$ cat config.mk
export PLATFORM = sky130hd
export DESIGN_NAME = mem_stage
export DESIGN_NICKNAME = d
export VERILOG_FILES = /design/src/rtl/mem_stage.sv
export SDC_FILE = /design/constraint.sdc
export NUM_CORES = 1
export LEC_CHECK = 0
export ABC_AREA = 1
export ABC_CLOCK_PERIOD_IN_PS = 1960
export CAP_MARGIN = 10
export CORE_ASPECT_RATIO = 0.6
export CORE_UTILIZATION = 47
export DETAILED_ROUTE_END_ITERATION = 6
export PLACE_DENSITY_LB_ADDON = 0.15
export SLEW_MARGIN = 40
export SYNTH_ARGS = -nofsm -noshare
export SYNTH_HDL_FRONTEND = slang
export SYNTH_SLANG_ARGS = --single-unit
export TNS_END_PERCENT = 1
$ cat constraint.sdc
create_clock -name clk -period 1.96 [get_ports clk]
set_input_delay 0.294 -clock clk [delete_from_list [all_inputs] [get_ports clk]]
set_output_delay 0.294 -clock clk [all_outputs]
set_load 0.03 [all_outputs]
$ cat src/rtl/mem_stage.sv
// mem_stage: memory-access stage; drives a req/ack data bus, aligns and extends load data, registers results for write-back.
// Ports: clk/rst (sync, active-high); EX inputs valid_i, waddr_i, we_i, wdata_i (result / effective address),
// mem_op_i, store_data_i; stall_req_o (combinational); data bus mem_req_o, mem_we_o, mem_addr_o, mem_be_o,
// mem_wdata_o, mem_ack_i, mem_rdata_i; write-back outputs valid_o, waddr_o, we_o, wdata_o, misalign_o.
module mem_stage #(
  parameter int DATA_W = 32,
  parameter int RADDR_W = 5
) (
  input  logic               clk,
  input  logic               rst,
  input  logic               valid_i,
  input  logic [RADDR_W-1:0] waddr_i,
  input  logic               we_i,
  input  logic [DATA_W-1:0]  wdata_i,
  input  logic [3:0]         mem_op_i,
  input  logic [DATA_W-1:0]  store_data_i,
  output logic               stall_req_o,
  output logic               mem_req_o,
  output logic               mem_we_o,
  output logic [DATA_W-1:0]  mem_addr_o,
  output logic [3:0]         mem_be_o,
  output logic [DATA_W-1:0]  mem_wdata_o,
  input  logic               mem_ack_i,
  input  logic [DATA_W-1:0]  mem_rdata_i,
  output logic               valid_o,
  output logic [RADDR_W-1:0] waddr_o,
  output logic               we_o,
  output logic [DATA_W-1:0]  wdata_o,
  output logic               misalign_o
);
  typedef enum logic {IDLE, BUS} state_t;
  localparam logic [3:0] LB = 4'd1, LH = 4'd2, LW = 4'd3, LBU = 4'd4, LHU = 4'd5, SB = 4'd6, SH = 4'd7, SW = 4'd8;
  state_t state_q, state_d;
  logic [3:0] cap_op, cap_op_d;
  logic [DATA_W-1:0] cap_addr, cap_addr_d;
  logic [RADDR_W-1:0] cap_waddr, cap_waddr_d;
  logic cap_we, cap_we_d;
  logic req_d, bwe_d, valid_d, we_d, mis_d;
  logic [DATA_W-1:0] addr_d, bwdata_d, wdata_d;
  logic [3:0] be_d;
  logic [RADDR_W-1:0] waddr_d;
  logic is_load, is_store, aligned, cap_load;
  logic [1:0] off;
  logic [7:0] rbyte;
  logic [15:0] rhalf;
  logic [DATA_W-1:0] ext;
  assign is_load = mem_op_i inside {LB, LH, LW, LBU, LHU};
  assign is_store = mem_op_i inside {SB, SH, SW};
  assign off = wdata_i[1:0];
  assign aligned = (mem_op_i inside {LH, LHU, SH}) ? !off[0] : (mem_op_i inside {LW, SW}) ? off == 2'b00 : 1'b1;
  assign stall_req_o = (state_q == IDLE && valid_i && (is_load || is_store) && aligned) || (state_q == BUS && !mem_ack_i);
  // Lane selection uses the offset captured at accept time, since the bus word arrives later.
  assign cap_load = cap_op inside {LB, LH, LW, LBU, LHU};
  assign rbyte = mem_rdata_i[8*cap_addr[1:0] +: 8];
  assign rhalf = mem_rdata_i[16*cap_addr[1] +: 16];
  assign ext = (cap_op == LB)  ? {{(DATA_W-8){rbyte[7]}}, rbyte} :
               (cap_op == LBU) ? {{(DATA_W-8){1'b0}}, rbyte} :
               (cap_op == LH)  ? {{(DATA_W-16){rhalf[15]}}, rhalf} :
               (cap_op == LHU) ? {{(DATA_W-16){1'b0}}, rhalf} : mem_rdata_i;
  always_comb begin
    state_d = state_q;
    cap_op_d = cap_op;
    cap_addr_d = cap_addr;
    cap_waddr_d = cap_waddr;
    cap_we_d = cap_we;
    req_d = mem_req_o;
    bwe_d = mem_we_o;
    addr_d = mem_addr_o;
    be_d = mem_be_o;
    bwdata_d = mem_wdata_o;
    valid_d = 1'b0;
    we_d = 1'b0;
    mis_d = 1'b0;
    waddr_d = waddr_o;
    wdata_d = wdata_o;
    if (state_q == IDLE && valid_i) begin
      if (!(is_load || is_store)) begin
        valid_d = 1'b1;
        waddr_d = waddr_i;
        we_d = we_i;
        wdata_d = wdata_i;
      end else if (!aligned) begin
        valid_d = 1'b1;
        waddr_d = waddr_i;
        wdata_d = wdata_i;
        mis_d = 1'b1;
      end else begin
        state_d = BUS;
        req_d = 1'b1;
        bwe_d = is_store;
        addr_d = {wdata_i[DATA_W-1:2], 2'b00};
        be_d = (mem_op_i == SB) ? 4'b0001 << off : (mem_op_i == SH) ? 4'b0011 << off : 4'b1111;
        bwdata_d = (mem_op_i == SB) ? {(DATA_W/8){store_data_i[7:0]}} :
                   (mem_op_i == SH) ? {(DATA_W/16){store_data_i[15:0]}} : store_data_i;
        cap_op_d = mem_op_i;
        cap_addr_d = wdata_i;
        cap_waddr_d = waddr_i;
        cap_we_d = we_i;
      end
    end else if (state_q == BUS && mem_ack_i) begin
      state_d = IDLE;
      req_d = 1'b0;
      bwe_d = 1'b0;
      valid_d = 1'b1;
      waddr_d = cap_waddr;
      we_d = cap_load && cap_we;
      wdata_d = cap_load ? ext : cap_addr;
    end
  end
  always_ff @(posedge clk) begin
    if (rst) begin
      state_q <= IDLE;
      cap_op <= '0;
      cap_addr <= '0;
      cap_waddr <= '0;
      cap_we <= 1'b0;
      mem_req_o <= 1'b0;
      mem_we_o <= 1'b0;
      mem_addr_o <= '0;
      mem_be_o <= '0;
      mem_wdata_o <= '0;
      valid_o <= 1'b0;
      we_o <= 1'b0;
      misalign_o <= 1'b0;
      waddr_o <= '0;
      wdata_o <= '0;
    end else begin
      state_q <= state_d;
      cap_op <= cap_op_d;
      cap_addr <= cap_addr_d;
      cap_waddr <= cap_waddr_d;
      cap_we <= cap_we_d;
      mem_req_o <= req_d;
      mem_we_o <= bwe_d;
      mem_addr_o <= addr_d;
      mem_be_o <= be_d;
      mem_wdata_o <= bwdata_d;
      valid_o <= valid_d;
      we_o <= we_d;
      misalign_o <= mis_d;
      waddr_o <= waddr_d;
      wdata_o <= wdata_d;
    end
  end
endmodule
# After elaboration in Yosys (flattened, before gate mapping)

Index checks and enable logic that the tools add are counted.
W data, S select, Z words.

Reductions and logical operators: 21
Equality and inequality tests: 16
Add/subtract/negate cells: 0
Divide/modulo/power cells: 0
Mux-type cells: 33
Shifts and indexed selects: 4
Bitwise gates (word level): 3
$mul: 0
$lt $le $gt $ge: 0

Operators with widths:

| operator              | number |
|---|---|
| $mux W32              | 11 |
| $shiftx A32 B6 Y16    | 1 |
| $shiftx A32 B6 Y8     | 1 |
| $eq A4 B3 Y1 const B  | 6 |
| $mux W5               | 4 |
| $eq A4 B2 Y1 const B  | 4 |
| $mux W1               | 16 |
| $reduce_bool A5 Y1    | 2 |
| $eq A4 B1 Y1 const B  | 2 |
| $mux W4               | 2 |
| $logic_and A1 B1 Y1   | 6 |
| $reduce_and A3 Y1     | 2 |
| $reduce_bool A3 Y1    | 2 |
| $eq A4 B4 Y1 const B  | 1 |
| $reduce_bool A2 Y1    | 2 |
| $shl A1 B2 Y4 const A | 1 |
| $shl A2 B2 Y4 const A | 1 |
| $ne A3 B3 Y1 const B  | 1 |
| $not A1 Y1            | 3 |
| $reduce_or A3 Y1      | 1 |
| $logic_not A1 Y1      | 2 |
| $logic_not A2 Y1      | 1 |
| $logic_or A1 B1 Y1    | 2 |
| $ne A2 B1 Y1 const B  | 1 |
| 2 further kinds       | 2 |

Bits in read-only memories: 0
Memories: 0
Bits in writable memories: 0
Input port bits: 110
Word-level logic and storage cells: 91
Output and inout port bits: 111
Register bits: 150
Latch bits: 0

# Longest topological paths before layout

Gate-level depths: netlist (run 1).

Depth after elaboration: 8
Gate-level depth with buffers: 13
Depth with buffers taken out: 12

# Least setup slack after synthesis (run 1)

OpenSTA, ideal clock, no wires.

Path type: reg2out
From: register state_q
To: output port stall_req_o
Slack: 0.250 ns
Data arrival time: 1.416 ns
Buffers on the path: 1
Required time: 1.666 ns
Cell stages (with the launch flop): 9
Cell sequence: dfxtp_1 > inv_1 > nand2_1 > inv_1 > nand3_4 > nor2_4 > buf_2 > nor2_1 > inv_1

Word-level cells in the longest chain between the ends: 5
Elaborated cells between the ends (all ways): 6
Classes of those cells: 1 x bitwise; 5 x reduce/logical

Ends and longest elaborated chain:

| what                              | line | source |
|---|---|---|
| start: declaration                | 33   | `state_t state_q, state_d;` |
| start signal: assignment          | 128  | `state_q <= state_d;` |
| $not A1 Y1                        | 51   | `assign stall_req_o = (state_q == IDLE && valid_i && (is_load \|\| is_store) && aligned) \|\| (state_q == BUS && !m ...` |
| $logic_and A1 B1 Y1 (3 in series) | 51   |  |
| $logic_or A1 B1 Y1 (*)            | 51   |  |
| end: declaration                  | 17   | `output logic stall_req_o,` |

Every way passes the cells marked *; elsewhere a longest branch is shown, timed or not.

# Worst setup path in the final report (run 1)

From: input port wdata_i[1]
To: output port stall_req_o

Word-level cells in the longest chain between the ends: 5

Ends and longest elaborated chain:

| what                  | line | source |
|---|---|---|
| start: declaration    | 14   | `input logic [DATA_W-1:0] wdata_i,` |
| $logic_not A2 Y1      | 50   | `assign aligned = (mem_op_i inside {LH, LHU, SH}) ? !off[0] : (mem_op_i inside {LW, SW}) ? off == 2'b00 : 1'b1;` |
| $mux W1 (2 in series) | 50   |  |
| $logic_and A1 B1 Y1   | 51   |  |
| $logic_or A1 B1 Y1    | 51   |  |

Every way passes these cells.

==> impl_metrics.ini, run 1 <==
[timing]
slew_viol_final = 0
clock.fmax_mhz = 531
rsz0062_at_grt = false
finalWorstSetupSlack_ns = 0.0776
final-setup-viol-count = 0
tightestPinTransition_ns = 0.538
skew_ns = 0.0127
period_needed_ns = 1.88
hold_viol = 0
fin_crit_sh = 0.960
relSlewSlack = 0.641
hold_ws_ns = 0.318

[hold_path]
min-delay-start = mem_op_i[1]
hold_end = cap_op[1]
hp-class = input pin to flip-flop
min_path_cells = 4

[die]
dieHeight_um = 95.2
start_util = 0.490
dieArea_um2 = 15000
core_um2 = 13900
io_pins = 221
rows = 33
die_x_um = 157

[drt]
vias_per_cell = 5.12
dr.first_iter.drc_count = 741
drt.antenna.violating_nets = 0
routed_wl_um = 23000
via_count = 7644
wire_per_inst_um = 15.4
drc = 0
dr.pass1.iters = 5

[worst_setup_path]
crit_path_start_kind = input pin
r2r_slack_ns = 0.23
worst_ep_arrival_time_ns = 1.59
r2r_end = wdata_o[13]
crit_type = input pin to output port
end_kind = output port
cp_max_fo = 5
worstPathRequired_ns = 1.67
worst_r2r_startpoint = cap_op[2]
reg2reg_depth = 11

[pwr]
seq_power_share = 0.326
p_comb_frac = 0.294
p_sw_frac = 0.329
switchingPower_w = 0.00283
p_int_w = 0.00579
powerDensity_nw_per_um2 = 874
pwr-share-clk = 0.380
leakage_nw = 4.66
worst_ir_drop_vdd_mv = 0.513

[placed_design]
dpl_cell_area_um2 = 9220
hpwl_um = 16300
post-place-ws_ns = -0.212
portBuffers = 218
place_congestion = 0.905

[yosys]
yosys.area.top_type = dfxtp_1
synth-seq-cells = 120
netlist_instances = 1087
synth_area_leaders = dfxtp_1, nand2_1, nor2_1
yosysWarnings = 0
syn_area_per_cell_um2 = 6.26
synth-xor-area-share = 0
synth_compound_gate_area_share = 0.177
syn_area_um2 = 6800
yosysUniqueCellTypes = 31
synth_mux_area_frac = 0
synth-simple-area-share = 0.314
ys_seq_area_frac = 0.353
netlist.area_leader.share = 0.353
synth_top_family_by_area = simple AND/OR/NAND/NOR gates
synthAdderAreaFrac = 0.00736

[clock_tree]
ctsLongestPathBuffers = 2
cts_root_buf = clkbuf_16
cts_htree_levels = 4
cts_tree = done
clk_pin_slew_ns = 0.05
clk_latency_ns = 0.41
clock-sinks = 120
cts_inserted_buffers = 17

[flow_run]
cap_violations = 0

[status]
status = finished clean

[cells_and_area]
syn2layout_area_growth_pct = 44.9
regArea_um2 = 2400
nets = 1401
drive_gt1_frac = 0.0969
num-fill-cells = 1192
design_area_um2 = 9860
multi_input_area_um2 = 3420

[global_route]
grt_pass1_vias = 6751
antenna_found_initial = 1
grt-ovfl-total = 0
gr-usage-all-layers = 0.310
grt_start_max_net_pins = 76
grt_pass1_wl_um = 35800
power by group through the flow:
| stage | logic (W) | registers (W) | clock network [W] |
|---|---|---|---|
| after global placement | 0.00246 | 0.00286 | 0 |
| after global routing | 0.00275 | 0.00283 | 0.00342 |
| after floorplan | 0.00121 | 0.00312 | 0 |
| after CTS | 0.00252 | 0.00281 | 0.00329 |
| final | 0.00253 | 0.00281 | 0.00327 |
| after detailed placement | 0.00249 | 0.00286 | 0 |
cell families after synthesis:
family                     count (synthesis)
AOI/OAI and AO/OA                        229
adders and majority gates                  4
buffers and inverters                    214
DFF                                      120
other                                      1
and+or+nand+nor                          519
routing by layer:
metal	GRT usage	wire length, µm
met1	0.470	11000
met5	0	0
met3	0.0682	2420
met4	0.0574	142
met2	0.444	9380
critical path, stage by stage:
cell             delay, ns
clkdlybuf4s50_1       0.47
inv_1                 0.06
ha_2                  0.18
inv_2                 0.07
nand2_2               0.08
nand2_4               0.08
nor2_4                0.05
nor2_4                0.12
inv_2                 0.05
buf_12                0.13
cell type report:
cell class                 count  area share
multi-input combinational    754       0.347
timing repair buffer         278       0.279
sequential                   120       0.244
clock buffer                  22      0.0471
inverter                     116      0.0442
tap                          192      0.0244
clock inverter                10      0.0145
antenna                        2    0.000508
how the worst max path moves through the flow:
stage | cells past startpoint | end | slack [ns] | start
global route | 8 | stall_req_o | 0.003 | state_q
global placement | 11 | stall_req_o | -0.18 | mem_op_i[0]
CTS | 10 | stall_req_o | 0.003 | wdata_i[0]
finish | 10 | stall_req_o | 0.08 | wdata_i[1]
floorplan | 8 | stall_req_o | 0.25 | state_q
detailed placement | 10 | mem_wdata_o[7] | -0.21 | mem_op_i[0]
cells in the mapped netlist:
cell type and count:
a211oi_1 6, a21oi_1 83, a221oi_1 2, and3_1 1, buf_1 4, buf_2 25, buf_4 37, buf_6 5
clkbuf_1 27, clkinv_1 1, conb_1 1, dfxtp_1 120, ha_1 4, inv_1 109, inv_2 6, nand2_1 246
nand2_2 6, nand2_4 1, nand3_1 60, nand3_2 2, nand3_4 1, nand3b_1 2, nor2_1 190, nor2_4 3
nor3_1 3, nor3_2 4, o211a_1 3, o21ai_0 120, o21ai_1 10, o21bai_4 1, o22ai_1 4
state kept, by name, indices dropped and copies added (netlist names):
register     count
wdata_o         32
cap_we           1
we_o             1
valid_o          1
cap_waddr        5
waddr_o          5
cap_addr        32
cap_op           4
misalign_o       1
mem_we_o         1
mem_wdata_o     32
state_q          1
mem_be_o         4
cells in the final DEF, fill, tap and decap left out, drive strengths merged, types with 2 or more instances in the layout:
| cell type | count |
|---|---|
| inv | 117 |
| o21ai | 130 |
| buf | 61 |
| a21oi | 83 |
| diode | 2 |
| clkdlybuf4s50 | 212 |
| dfxtp | 120 |
| a211oi | 6 |
| nand3 | 63 |
| clkbuf | 23 |
| nor3 | 7 |
| ha | 4 |
| conb | 2 |
| o211a | 3 |
| nand3b | 2 |
| clkinv | 5 |
| nor2 | 193 |
| dlygate4sd2 | 3 |
| o22ai | 4 |
| nand2 | 253 |
| a221oi | 2 |
| bufinv | 3 |
metrics by stage:
stage	utilization	instances	TNS, ns	total power (W)
after floorplan	-	1088	0	0.00433
after CTS	0.710	1491	0	0.00861
after global routing	0.710	1493	0	0.00900
final	0.711	1494	0	0.00862
after global placement	0.665	1458	-12.45	0.00532
after detailed placement	0.665	1458	-16.46	0.00534
what timing repair did:
item / 4_1_cts / 5_1_grt
hold buffers: 0 / 0
pin swaps: 3 / 1
endpoints found under the setup margin: 1 / 1
setup buffers: 1 / 1
endpoints found under the hold margin: 0 / 0
gates resized for setup: 12 / 5
(Power assumes the default switching activity.)
==> run 2: changes to the inputs <==
CORE_MARGIN = 5   (was unset)
==> impl_metrics.ini, run 2 (synthesis results as in run 1) <==
[hold_path]
hp-class = input pin to flip-flop
min-delay-start = wdata_i[0]
min_path_cells = 4
hold_end = cap_addr[0]

[timing]
setup_tns_ns = 0
period_needed_ns = 1.88
final-setup-viol-count = 0
clock.fmax_mhz = 533
fin_crit_sh = 0.957
hold_ws_ns = 0.344
relSlewSlack = 0.642
rsz0062_at_grt = false
slew_viol_final = 0
skew_ns = 0.00780
tightestPinTransition_ns = 0.538
hold_viol = 0

[worst_setup_path]
path_cells = clkdlybuf4s50_1 -> inv_1 -> ha_2 -> inv_1 -> nand2_2 -> nand2_2 -> nor2_4 -> nor2_4 -> inv_2 -> buf_12
r2r_end = wdata_o[7]
slowest_stage = clkdlybuf4s50_1
reg2reg_depth = 10
slowest_delay_ns = 0.48
crit_family = buffers and inverters
worst_ep_arrival_time_ns = 1.58
path_buf_inv = 5
worstPathRequired_ns = 1.67
r2r_slack_ns = 0.24
crit_path_start_kind = input pin
worst_r2r_startpoint = cap_op[2]
crit_type = input pin to output port
end_kind = output port
cp_max_fo = 2

[pwr]
worst_ir_drop_vdd_mv = 0.543
leakage_nw = 4.67
p_total_w = 0.00832
powerDensity_nw_per_um2 = 844

[cells_and_area]
nets = 1407
drive_gt1_frac = 0.0995
final_common_cell = nand2_1
largestRegisters = cap_addr (32), mem_wdata_o (32), wdata_o (32)
syn2layout_area_growth_pct = 45.0
num-fill-cells = 1238
layout_common_cells = nand2_1, clkdlybuf4s50_1, nor2_1

[clock_tree]
clk_latency_ns = 0.41
clk_pin_slew_ns = 0.06
ctsLongestPathBuffers = 2
cts_htree_levels = 4
cts_inserted_buffers = 17
cts_root_buf = clkbuf_16
cts_tree = done
postCtsHoldBufs = 0
clock-sinks = 120

[global_route]
gr-usage-all-layers = 0.274
grt_start_max_net_pins = 56
grt_pass1_wl_um = 37100
grt-ovfl-total = 0
grt_pass1_vias = 7218
antenna_found_initial = 3

[die]
die_x_um = 165
core_um2 = 14300
rows = 34
io_pins = 221
start_util = 0.475
dieArea_um2 = 17100
dieHeight_um = 103

[status]
status = finished clean

[drt]
wire_per_inst_um = 15.5
via_count = 7615
vias_per_cell = 5.05
dr.first_iter.drc_count = 615
dr.pass1.iters = 6
drt.antenna.violating_nets = 0
drc = 0
routed_wl_um = 23400

[placed_design]
portBuffers = 218
hpwl_um = 17300
place_congestion = 0.919

[flow_run]
cap_violations = 0
-- run 2: worst register-to-register path, delay by kind of cell (launching register included) --
kind	cells	cell delay, ns
buffers and inverters	2	0.43
and+or+nand+nor	7	0.75
AOI/OAI and AO/OA	1	0.13
DFF	1	0.33
-- run 2: worst max path at each step --
stage / from / to / slack [ns] / depth (start not counted)
final: wdata_i[1] / stall_req_o / 0.08 / 10
after global routing: state_q / stall_req_o / 0.01 / 8
after CTS: mem_op_i[2] / stall_req_o / 0.02 / 10
after detailed placement: mem_op_i[0] / mem_be_o[3] / -0.25 / 10
after global placement: mem_op_i[0] / mem_be_o[3] / -0.18 / 10
after floorplan: state_q / stall_req_o / 0.25 / 8
-- run 2: per-layer routing --
| layer | global-route usage | routed length [µm] | part of all wire |
|---|---|---|---|
| met3 | 0.0776 | 2460 | 0.11 |
| met4 | 0.0653 | 257 | 0.011 |
| met1 | 0.411 | 11200 | 0.48 |
| met5 | 0 | 0 | 0 |
| met2 | 0.386 | 9450 | 0.40 |
-- run 2: where the power goes --
group          leakage (nW)  switching, W  internal (W)
sequential            0.988      0.000144       0.00267
clock                 0.269       0.00118       0.00181
combinational          3.42       0.00148       0.00104
total                  4.67       0.00281       0.00551
-- run 2: what timing repair did --
action                                  CTS  global route
buffers inserted                          1             0
pin swaps                                 2             2
gates resized for setup                   9             3
endpoints found under the setup margin    1             1
hold endpoints to repair                  0             0
-- run 2: metrics by stage --
step,util,area (µm²),setup WS (ns),cells
after global placement,0.647,9270,-0.180,1471
after floorplan,-,6810,0.250,1088
after detailed placement,0.647,9270,-0.248,1471
after global routing,0.688,9860,0.0123,1506
after CTS,0.687,9850,0.0171,1504
final,0.688,9860,0.0847,1507
-- run 2: layout make-up --
cell class | instances | area, µm² | area share
inverters | 116 | 435 | 0.0441
clock buffers | 21 | 460 | 0.0467
well taps | 198 | 248 | 0.0251
diodes | 3 | 7.51 | 0.000761
repair buffers | 284 | 2790 | 0.283
clock inverters | 11 | 98.8 | 0.0100
flip-flops and latches | 120 | 2400 | 0.244
multi-input cells | 754 | 3420 | 0.347
==> run 3: changes to the inputs <==
SLEW_MARGIN = 25   (was 40)
==> results of run 3 <==
No change in the layout: final DEF, timing and power equal those of run 2.
